`config.mk`:
```
export PLATFORM = sky130hd
export DESIGN_NAME = axi_rd_arbiter_flat
export DESIGN_NICKNAME = d
export VERILOG_FILES = /design/src/rtl/axi_rd_arbiter_if.sv /design/src/rtl/axi_rd_arbiter.sv /design/src/flat_wrapper.sv
export SDC_FILE = /design/constraint.sdc
export NUM_CORES = 1
export LEC_CHECK = 0
export ABC_AREA = 1
export BUFFER_PORTS_ARGS = -buffer_cell sky130_fd_sc_hd__buf_4
export CAP_MARGIN = 10
export CELL_PAD_IN_SITES_DETAIL_PLACEMENT = 1
export CELL_PAD_IN_SITES_GLOBAL_PLACEMENT = 1
export CORE_AREA = 3 3 155 157
export CTS_CLUSTER_DIAMETER = 60
export DETAILED_ROUTE_END_ITERATION = 12
export DIE_AREA = 0 0 158 160
export GPL_ROUTABILITY_DRIVEN = 1
export PLACE_DENSITY_LB_ADDON = 0.3
export RECOVER_POWER = 100
export SKIP_LAST_GASP = 1
export SLEW_MARGIN = 20
export SYNTH_ARGS = -nofsm -noshare
export SYNTH_HDL_FRONTEND = slang
export SYNTH_SLANG_ARGS = --single-unit
```
`constraint.sdc`:
```
create_clock -name aclk -period 1.1 [get_ports aclk]
set_clock_uncertainty 0.05 [all_clocks]
set_input_delay 0.11 -clock aclk [delete_from_list [all_inputs] [get_ports aclk]]
set_output_delay 0.11 -clock aclk [all_outputs]
set_load 0.03 [all_outputs]
```
`src/rtl/axi_rd_arbiter_if.sv`:
```
`default_nettype none
// ============================================================================
// Module   : axi_rd_arbiter_if
// Brief    : Read-path bundle for the N-master to 1-slave AXI4 read arbiter.
//            Carries the flat master-side AR/R buses and the slave-side AR/R
//            channel. "slave" modport is the arbiter's view, "master" is the
//            view of the surrounding masters plus memory port.
// Revision : 1.0 - initial release
// ============================================================================
interface axi_rd_arbiter_if #(
  parameter int NUM_MASTERS = 2,
  parameter int ADDR_W      = 32,
  parameter int DATA_W      = 64,
  parameter int ID_W        = 8
);
  localparam int IDX_W = (NUM_MASTERS > 1) ? $clog2(NUM_MASTERS) : 1;

  // Master side (flat, master i at [i*W +: W])
  logic [NUM_MASTERS*ID_W-1:0]   m_arid;
  logic [NUM_MASTERS*ADDR_W-1:0] m_araddr;
  logic [NUM_MASTERS*8-1:0]      m_arlen;
  logic [NUM_MASTERS*3-1:0]      m_arsize;
  logic [NUM_MASTERS*2-1:0]      m_arburst;
  logic [NUM_MASTERS-1:0]        m_arvalid;
  logic [NUM_MASTERS-1:0]        m_arready;
  logic [NUM_MASTERS*ID_W-1:0]   m_rid;
  logic [NUM_MASTERS*DATA_W-1:0] m_rdata;
  logic [NUM_MASTERS*2-1:0]      m_rresp;
  logic [NUM_MASTERS-1:0]        m_rlast;
  logic [NUM_MASTERS-1:0]        m_rvalid;
  logic [NUM_MASTERS-1:0]        m_rready;

  // Slave side
  logic [ID_W+IDX_W-1:0]         s_arid;
  logic [ADDR_W-1:0]             s_araddr;
  logic [7:0]                    s_arlen;
  logic [2:0]                    s_arsize;
  logic [1:0]                    s_arburst;
  logic                          s_arvalid;
  logic                          s_arready;
  logic [ID_W+IDX_W-1:0]         s_rid;
  logic [DATA_W-1:0]             s_rdata;
  logic [1:0]                    s_rresp;
  logic                          s_rlast;
  logic                          s_rvalid;
  logic                          s_rready;

  // Arbiter view
  modport slave (
    input  m_arid, m_araddr, m_arlen, m_arsize, m_arburst, m_arvalid, m_rready,
    output m_arready, m_rid, m_rdata, m_rresp, m_rlast, m_rvalid,
    output s_arid, s_araddr, s_arlen, s_arsize, s_arburst, s_arvalid, s_rready,
    input  s_arready, s_rid, s_rdata, s_rresp, s_rlast, s_rvalid
  );

  // Environment view (masters + shared memory read port)
  modport master (
    output m_arid, m_araddr, m_arlen, m_arsize, m_arburst, m_arvalid, m_rready,
    input  m_arready, m_rid, m_rdata, m_rresp, m_rlast, m_rvalid,
    input  s_arid, s_araddr, s_arlen, s_arsize, s_arburst, s_arvalid, s_rready,
    output s_arready, s_rid, s_rdata, s_rresp, s_rlast, s_rvalid
  );
endinterface
`default_nettype wire

```
`src/rtl/axi_rd_arbiter.sv`:
```
`default_nettype none
// ============================================================================
// Module   : axi_rd_arbiter
// Brief    : Round-robin N-master to 1-slave AXI4 read arbiter. One burst in
//            flight; slave ARID is {grant index, master ARID}; R beats are
//            routed to the granted master until RLAST.
// Revision : 1.0 - initial release
// ============================================================================
module axi_rd_arbiter #(
  parameter int NUM_MASTERS = 2,
  parameter int ADDR_W      = 32,
  parameter int DATA_W      = 64,
  parameter int ID_W        = 8
) (
  input  logic              aclk,
  input  logic              areset,
  axi_rd_arbiter_if.slave   bus
);
  localparam int IDX_W = (NUM_MASTERS > 1) ? $clog2(NUM_MASTERS) : 1;

  localparam logic [1:0] S_IDLE = 2'd0;
  localparam logic [1:0] S_ADDR = 2'd1;
  localparam logic [1:0] S_DATA = 2'd2;

  logic [1:0]       r_state;
  logic [1:0]       w_next_state;
  logic [IDX_W-1:0] r_grant;
  logic [IDX_W-1:0] r_last_grant;
  logic [IDX_W-1:0] w_rr_grant;
  logic [31:0]      w_gidx;
  logic             w_any_req;
  logic             w_ar_hs;
  logic             w_r_done;
  logic             w_unused_rid;

  assign w_gidx    = 32'(r_grant);
  assign w_any_req = |bus.m_arvalid;
  assign w_ar_hs   = (r_state == S_ADDR) & bus.m_arvalid[r_grant] & bus.s_arready;
  assign w_r_done  = (r_state == S_DATA) & bus.s_rvalid & bus.m_rready[r_grant]
                     & bus.s_rlast;

  // Only the low ID bits travel back; the index bits are implied by the grant
  assign w_unused_rid = &{1'b0, bus.s_rid[ID_W+IDX_W-1:ID_W]};

  // R payload is broadcast; only m_rvalid qualifies it per master
  assign bus.m_rid   = {NUM_MASTERS{bus.s_rid[ID_W-1:0]}};
  assign bus.m_rdata = {NUM_MASTERS{bus.s_rdata}};
  assign bus.m_rresp = {NUM_MASTERS{bus.s_rresp}};
  assign bus.m_rlast = {NUM_MASTERS{bus.s_rlast}};

  // Round-robin pick: first requester scanning upward from last_grant+1.
  // Loop runs far-to-near so the nearest requester is assigned last and wins.
  always_comb begin
    w_rr_grant = r_last_grant;
    for (int k = NUM_MASTERS; k >= 1; k--) begin
      if (bus.m_arvalid[(32'(r_last_grant) + 32'(k)) % 32'(NUM_MASTERS)]) begin
        w_rr_grant = IDX_W'((32'(r_last_grant) + 32'(k)) % 32'(NUM_MASTERS));
      end
    end
  end

  // State, grant and last-grant registers
  always_ff @(posedge aclk) begin
    if (areset) begin
      r_state      <= S_IDLE;
      r_grant      <= '0;
      r_last_grant <= IDX_W'(NUM_MASTERS - 1);
    end else begin
      r_state <= w_next_state;
      if ((r_state == S_IDLE) && w_any_req) begin
        r_grant <= w_rr_grant;
      end
      if (w_r_done) begin
        r_last_grant <= r_grant;
      end
    end
  end

  // Next-state: one burst at a time, grant held until AR handshake
  always_comb begin
    w_next_state = r_state;
    case (r_state)
      S_IDLE:  if (w_any_req) w_next_state = S_ADDR;
      S_ADDR:  if (w_ar_hs)   w_next_state = S_DATA;
      S_DATA:  if (w_r_done)  w_next_state = S_IDLE;
      default: w_next_state = S_IDLE;
    endcase
  end

  // Outputs: combinational pass-through of the granted master in ADDR/DATA
  always_comb begin
    bus.m_arready = '0;
    bus.m_rvalid  = '0;
    bus.s_arid    = '0;
    bus.s_araddr  = '0;
    bus.s_arlen   = '0;
    bus.s_arsize  = '0;
    bus.s_arburst = '0;
    bus.s_arvalid = 1'b0;
    bus.s_rready  = 1'b0;
    case (r_state)
      S_ADDR: begin
        bus.s_arvalid          = bus.m_arvalid[r_grant];
        bus.s_arid             = {r_grant, bus.m_arid[w_gidx*ID_W +: ID_W]};
        bus.s_araddr           = bus.m_araddr[w_gidx*ADDR_W +: ADDR_W];
        bus.s_arlen            = bus.m_arlen[w_gidx*8 +: 8];
        bus.s_arsize           = bus.m_arsize[w_gidx*3 +: 3];
        bus.s_arburst          = bus.m_arburst[w_gidx*2 +: 2];
        bus.m_arready[r_grant] = bus.s_arready;
      end
      S_DATA: begin
        bus.m_rvalid[r_grant] = bus.s_rvalid;
        bus.s_rready          = bus.m_rready[r_grant];
      end
      default: ;
    endcase
  end
endmodule
`default_nettype wire
```
`src/flat_wrapper.sv`:
```
// flat-port wrapper written by rule: the top's interface ports become plain ports
module axi_rd_arbiter_flat 
#(
  parameter int NUM_MASTERS = 2,
  parameter int ADDR_W      = 32,
  parameter int DATA_W      = 64,
  parameter int ID_W        = 8
)
  (aclk, areset, bus_m_arid, bus_m_araddr, bus_m_arlen, bus_m_arsize, bus_m_arburst, bus_m_arvalid, bus_m_rready, bus_m_arready, bus_m_rid, bus_m_rdata, bus_m_rresp, bus_m_rlast, bus_m_rvalid, bus_s_arid, bus_s_araddr, bus_s_arlen, bus_s_arsize, bus_s_arburst, bus_s_arvalid, bus_s_rready, bus_s_arready, bus_s_rid, bus_s_rdata, bus_s_rresp, bus_s_rlast, bus_s_rvalid);
  axi_rd_arbiter_if #(.NUM_MASTERS(NUM_MASTERS), .ADDR_W(ADDR_W), .DATA_W(DATA_W), .ID_W(ID_W)) bus_i ();
  input  logic aclk;
  input  logic areset;
  input wire logic [$bits(bus_i.m_arid)-1:0] bus_m_arid;
  input wire logic [$bits(bus_i.m_araddr)-1:0] bus_m_araddr;
  input wire logic [$bits(bus_i.m_arlen)-1:0] bus_m_arlen;
  input wire logic [$bits(bus_i.m_arsize)-1:0] bus_m_arsize;
  input wire logic [$bits(bus_i.m_arburst)-1:0] bus_m_arburst;
  input wire logic [$bits(bus_i.m_arvalid)-1:0] bus_m_arvalid;
  input wire logic [$bits(bus_i.m_rready)-1:0] bus_m_rready;
  output wire logic [$bits(bus_i.m_arready)-1:0] bus_m_arready;
  output wire logic [$bits(bus_i.m_rid)-1:0] bus_m_rid;
  output wire logic [$bits(bus_i.m_rdata)-1:0] bus_m_rdata;
  output wire logic [$bits(bus_i.m_rresp)-1:0] bus_m_rresp;
  output wire logic [$bits(bus_i.m_rlast)-1:0] bus_m_rlast;
  output wire logic [$bits(bus_i.m_rvalid)-1:0] bus_m_rvalid;
  output wire logic [$bits(bus_i.s_arid)-1:0] bus_s_arid;
  output wire logic [$bits(bus_i.s_araddr)-1:0] bus_s_araddr;
  output wire logic [$bits(bus_i.s_arlen)-1:0] bus_s_arlen;
  output wire logic [$bits(bus_i.s_arsize)-1:0] bus_s_arsize;
  output wire logic [$bits(bus_i.s_arburst)-1:0] bus_s_arburst;
  output wire logic [$bits(bus_i.s_arvalid)-1:0] bus_s_arvalid;
  output wire logic [$bits(bus_i.s_rready)-1:0] bus_s_rready;
  input wire logic [$bits(bus_i.s_arready)-1:0] bus_s_arready;
  input wire logic [$bits(bus_i.s_rid)-1:0] bus_s_rid;
  input wire logic [$bits(bus_i.s_rdata)-1:0] bus_s_rdata;
  input wire logic [$bits(bus_i.s_rresp)-1:0] bus_s_rresp;
  input wire logic [$bits(bus_i.s_rlast)-1:0] bus_s_rlast;
  input wire logic [$bits(bus_i.s_rvalid)-1:0] bus_s_rvalid;
  assign bus_i.m_arid = bus_m_arid;
  assign bus_i.m_araddr = bus_m_araddr;
  assign bus_i.m_arlen = bus_m_arlen;
  assign bus_i.m_arsize = bus_m_arsize;
  assign bus_i.m_arburst = bus_m_arburst;
  assign bus_i.m_arvalid = bus_m_arvalid;
  assign bus_i.m_rready = bus_m_rready;
  assign bus_m_arready = bus_i.m_arready;
  assign bus_m_rid = bus_i.m_rid;
  assign bus_m_rdata = bus_i.m_rdata;
  assign bus_m_rresp = bus_i.m_rresp;
  assign bus_m_rlast = bus_i.m_rlast;
  assign bus_m_rvalid = bus_i.m_rvalid;
  assign bus_s_arid = bus_i.s_arid;
  assign bus_s_araddr = bus_i.s_araddr;
  assign bus_s_arlen = bus_i.s_arlen;
  assign bus_s_arsize = bus_i.s_arsize;
  assign bus_s_arburst = bus_i.s_arburst;
  assign bus_s_arvalid = bus_i.s_arvalid;
  assign bus_s_rready = bus_i.s_rready;
  assign bus_i.s_arready = bus_s_arready;
  assign bus_i.s_rid = bus_s_rid;
  assign bus_i.s_rdata = bus_s_rdata;
  assign bus_i.s_rresp = bus_s_rresp;
  assign bus_i.s_rlast = bus_s_rlast;
  assign bus_i.s_rvalid = bus_s_rvalid;
  axi_rd_arbiter #(.NUM_MASTERS(NUM_MASTERS), .ADDR_W(ADDR_W), .DATA_W(DATA_W), .ID_W(ID_W)) u_core (.aclk(aclk), .areset(areset), .bus(bus_i));
endmodule
```
### Yosys cells after proc, flatten, opt, wreduce, memory -nomap -nowiden

Index checks and enable logic that the tools add are counted.
W data, S select, Z words.

* word-level logic and storage cells: 57
* bits in registers: 4
* output and inout port bits: 210
* bits of input ports: 190

* equality and inequality tests: 5
* $add $sub $neg: 2
* multiply operators: 1
* order comparisons: 4
* shifts and indexed selects: 5
* bitwise logic cells: 7
* muxes and demuxes: 25
* reductions and logical operators: 5

Operators by type and width (number)
* $shiftx A64 B7 Y32: 1
* $shiftx A6 B33 Y3: 1
* $mux W32: 1
* $shiftx A16 B5 Y8: 2
* $mux W1: 13
* $mux W2: 6
* $mux W9: 1
* $mux W8: 1
* $lt A1 B2 Y1 const B: 3
* $ne A2 B1 Y1 const B: 3
* $pmux W2 S3: 1
* $and A1 B1 Y1: 5
* $and A2 B2 Y2: 2
* $shiftx A4 B3 Y2: 1
* $mul A1 B2 Y3 const B: 1
* $mux W3: 1
* $reduce_and A3 Y1: 1
* $add A1 B1 Y1 const B: 2
* $eq A2 B1 Y1 const B: 1
* $eq A2 B2 Y1 const B: 1
* $logic_and A1 B1 Y1: 2
* $logic_not A2 Y1: 1
* $reduce_or A2 Y1: 1
* $demux W1 S1: 1
* $ge A1 B1 Y1 const B: 1

### Depth between registers and ports, before layout

* depth after elaboration: 6
* depth in mapped cells: 8
* depth with buffers taken out: 6

### Worst setup path before layout

No wires, ideal clock.

* kind: reg2out
* start point: register u_core.r_state[0]
* end point: output port bus_m_arready[0]
* arrival time: 1.315 ns
* cell stages (with the launch flop): 6
* data required time: 0.940 ns
* path slack: -0.375 ns
* path buffers: 1
* path through: dfxtp_1 inv_1 nor2_2 inv_2 buf_6 nor3_1

* longest elaborated chain between the ends: 2

RTL lines
* start: declaration: RTL line axi_rd_arbiter.sv:25 `logic [1:0] r_state;`
* start signal: assignment: RTL line axi_rd_arbiter.sv:69 `r_state <= w_next_state;`
* $eq A2 B1 Y1: RTL line axi_rd_arbiter.sv:101 `case (r_state)`
* $mux W2: RTL line axi_rd_arbiter.sv:101
* end: declaration: RTL line flat_wrapper.sv:20 `output wire logic [$bits(bus_i.m_arready)-1:0] bus_m_arready;`

Every way passes these cells.

### Worst setup path in the final report

* start point: register u_core.r_grant
* end point: output port bus_s_araddr[31]

* longest elaborated chain between the ends: 2

RTL lines
* start: declaration: RTL line axi_rd_arbiter.sv:27 `logic [IDX_W-1:0] r_grant;`
* start signal: assignment: RTL line axi_rd_arbiter.sv:71 `r_grant <= w_rr_grant;`
* $shiftx A64 B7 Y32: RTL line axi_rd_arbiter.sv:105 `bus.s_araddr = bus.m_araddr[w_gidx*ADDR_W +: ADDR_W];`
* $mux W32: RTL line axi_rd_arbiter.sv:101
* end: declaration: RTL line flat_wrapper.sv:27 `output wire logic [$bits(bus_i.s_araddr)-1:0] bus_s_araddr;`

Every way passes these cells.

==> metrics.cfg <==
[run_status]
outcome=complete, but fails checks
violations_in_the_final_reports=negative setup slack

[floorplan]
die_h_um=160
io_pins=400
effective_utilization_at_floorplan_pct=9.83
floorplan.die.width_um=158
design.die.area_um2=25300
placement_rows=55
core_area_um2=22600

[cts]
cts_sinks=4
tritoncts=done
cts-hold-fix-buffers=0
clk_latency_ns=0.22
number_of_buffers_created_by_cts=3
htree_levels=1
root_buffer=sky130_fd_sc_hd__clkbuf_16
worst_setup_hold_path_clk_slew_ns=0.03
ctsLongestPathBuffers=2

[yosys]
synth.net_count=566
synth_area_per_cell_um2=5.92
postSynthRegisterBits=4
ys_warn_count=0
seq_area_frac_synth_pct=3.60
synthDistinctLibCells=18
post_synth_inst_count=376
netlist_area_before_placement_um2=2220

[run]
max_cap_violations=0

[critical_path]
timing.setup.critical_path_class=reg -> out
critPathArrivalTime_ns=1.31
crit_path_end_kind=output port
crit_path_start_kind=flip-flop
worst_ep_required_ns=0.94
critical_path_fanouts_max=6

[sta]
period_needed_ns=1.47
setup_slack_ns=-0.375
timing_worst_slew_pin_value_ns=0.373
final_number_of_max_transition_violations=0
slew_headroom_pct=75.3
maxClockFrequency_mhz=678
report.final.hold_viol_count=0
timing.final.crit_share_pct=134
timing.final.setup_violations=63
grt_setup_unrepaired=yes

[final_layout]
diodes=0
filler_cell_count=2698
finish.net_count=604
postLayoutCoreUtil_pct=17.9
post_route_cells_drive_above_1_share_pct=71.1
fin_cells=697
p_r_area_growth_vs_syn_pct=81.7

[global_routing]
gr-total-overflow=0
grt_pass1_vias=2705
number_of_antenna_violations_at_the_first_check_in_global_routing=0
first_pass_grt_wire_length_um=14700
grt_usage_pct=7.38
grt_start_max_net_pins=31

[placement]
gp_routability_congestion=0.693
place_hpwl_um=8190
io_buffers=176
numPlacedInstances=684

[min_path]
hp-class=in -> reg

[routing]
detail-route-antenna-nets=0
dr.pass1.iters=4
routed_wire_length_per_instance_um=14.9
viasPerCell=3.31
routed-via-count=2308
drt_iter0_markers=57
finalWirelength_um=10400
drc=0

[power_and_ir_drop]
clock_power_share_pct=18.7
power_per_cell_area_nw_per_um2=747
sw_frac_of_total_pct=44.4
power.share.combinational_pct=75.8
internal_power_uw=1680
share_seq_of_total_power_pct=5.5
switchingPower_uw=1340
worst_ir_drop_on_vdd_mv=0.396
power_leakage_uw=0.00171

power groups by stage:
stage                     Clock (uW)  Combinational [uW]  Sequential, uW
final                            564                2290             167
after global routing             598                2440             169
after CTS                        575                2240             165
after detailed placement           0                2010             167
after global placement             0                1990             166
after floorplan                    0                2280             163
Yosys cell counts:
cell,count,share of area (%)
sky130_fd_sc_hd__inv_2,2,0.34
sky130_fd_sc_hd__buf_2,4,0.90
sky130_fd_sc_hd__buf_6,8,4.0
sky130_fd_sc_hd__inv_1,10,1.7
sky130_fd_sc_hd__a21oi_2,1,0.39
sky130_fd_sc_hd__nand4_1,1,0.28
sky130_fd_sc_hd__nand3_1,4,0.90
sky130_fd_sc_hd__nor2_1,5,0.84
sky130_fd_sc_hd__nand2_2,2,0.56
sky130_fd_sc_hd__nor3_1,2,0.45
sky130_fd_sc_hd__a21oi_1,56,13
sky130_fd_sc_hd__nand2_1,116,20
sky130_fd_sc_hd__o21ai_0,2,0.45
sky130_fd_sc_hd__nor2_2,1,0.28
sky130_fd_sc_hd__clkbuf_1,2,0.34
sky130_fd_sc_hd__buf_4,155,52
sky130_fd_sc_hd__nor3_2,1,0.45
sky130_fd_sc_hd__dfxtp_1,4,3.6
flip-flops by register name, summed over array words and instances (netlist names):
| register | count |
|---|---|
| u_core.r_grant | 1 |
| u_core.r_last_grant | 1 |
| u_core.r_state | 2 |
layout by cell type, fill, tap and decap left out, drive strengths merged:
cell type	count
buf	197
nand2	118
a21oi	57
inv	12
clkbuf	8
nor2	6
nand3	4
dfxtp	4
nor3	3
o21ai	2
nand4	1
logic make-up after synthesis:
group / synth area share [%]
buf+inv: 59.6
simple gates: 23.3
flops: 3.60
compound gates: 13.4
stage by stage:
stage / cell area, um^2 / setup WS (ns) / hold slack (ns) / total power [uW] / setup TNS [ns]
finish: 4040 / -0.375 / 0.0197 / 3020 / -21.00
global placement: 3510 / -0.180 / 0.170 / 2160 / -7.93
global route: 4040 / -0.447 / 0.0296 / 3200 / -25.05
CTS: 3870 / -0.401 / 0.0195 / 2980 / -22.17
detailed placement: 3510 / -0.207 / 0.170 / 2180 / -8.87
floorplan: 2970 / -0.114 / 0.125 / 2450 / -5.82
area by class of cell:
type | count | area, um^2 | area share [%]
repair buffers | 202 | 1930 | 47.8
multi-input cells | 191 | 1530 | 38.0
well taps | 285 | 357 | 8.82
flip-flops and latches | 4 | 86.3 | 2.14
clock buffers | 3 | 75.1 | 1.86
inverters | 12 | 57.6 | 1.42
timing repair:
| item | 4_1_cts | 5_1_grt |
|---|---|---|
| endpoints found under the setup margin | 63 | 63 |
| buffers inserted | 4 | 1 |
| gates cloned | 2 | 3 |
| pin swaps | 2 | 3 |
| gates resized for setup | 56 | 27 |
final timing paths:
path / slack [ns] / endpoint / cells past startpoint / start
setup / recovery: -0.37 / bus_s_araddr[31] / 5 / u_core.r_grant
hold / removal: 0.02 / u_core.r_state[1] / 2 / areset
setup reg to reg: -0.19 / u_core.r_last_grant / 8 / u_core.r_grant
hold reg to reg: 0.42 / u_core.r_last_grant / 2 / u_core.r_last_grant
critical path, cell delays in order (launching register included):
cell	delay [ns]
sky130_fd_sc_hd__dfxtp_4	0.39
sky130_fd_sc_hd__buf_12	0.14
sky130_fd_sc_hd__buf_4	0.15
sky130_fd_sc_hd__nand2_1	0.09
sky130_fd_sc_hd__a21oi_4	0.17
sky130_fd_sc_hd__buf_6	0.15
routing by layer:
layer	track usage [%]	share of wire [%]	routed length, um
met2	14.3	55	5660
met5	0	0	0
met3	2.09	8.3	862
met4	2.23	2.0	207
met1	7.49	35	3630
Note: power is estimated with default switching activity, not from simulation.
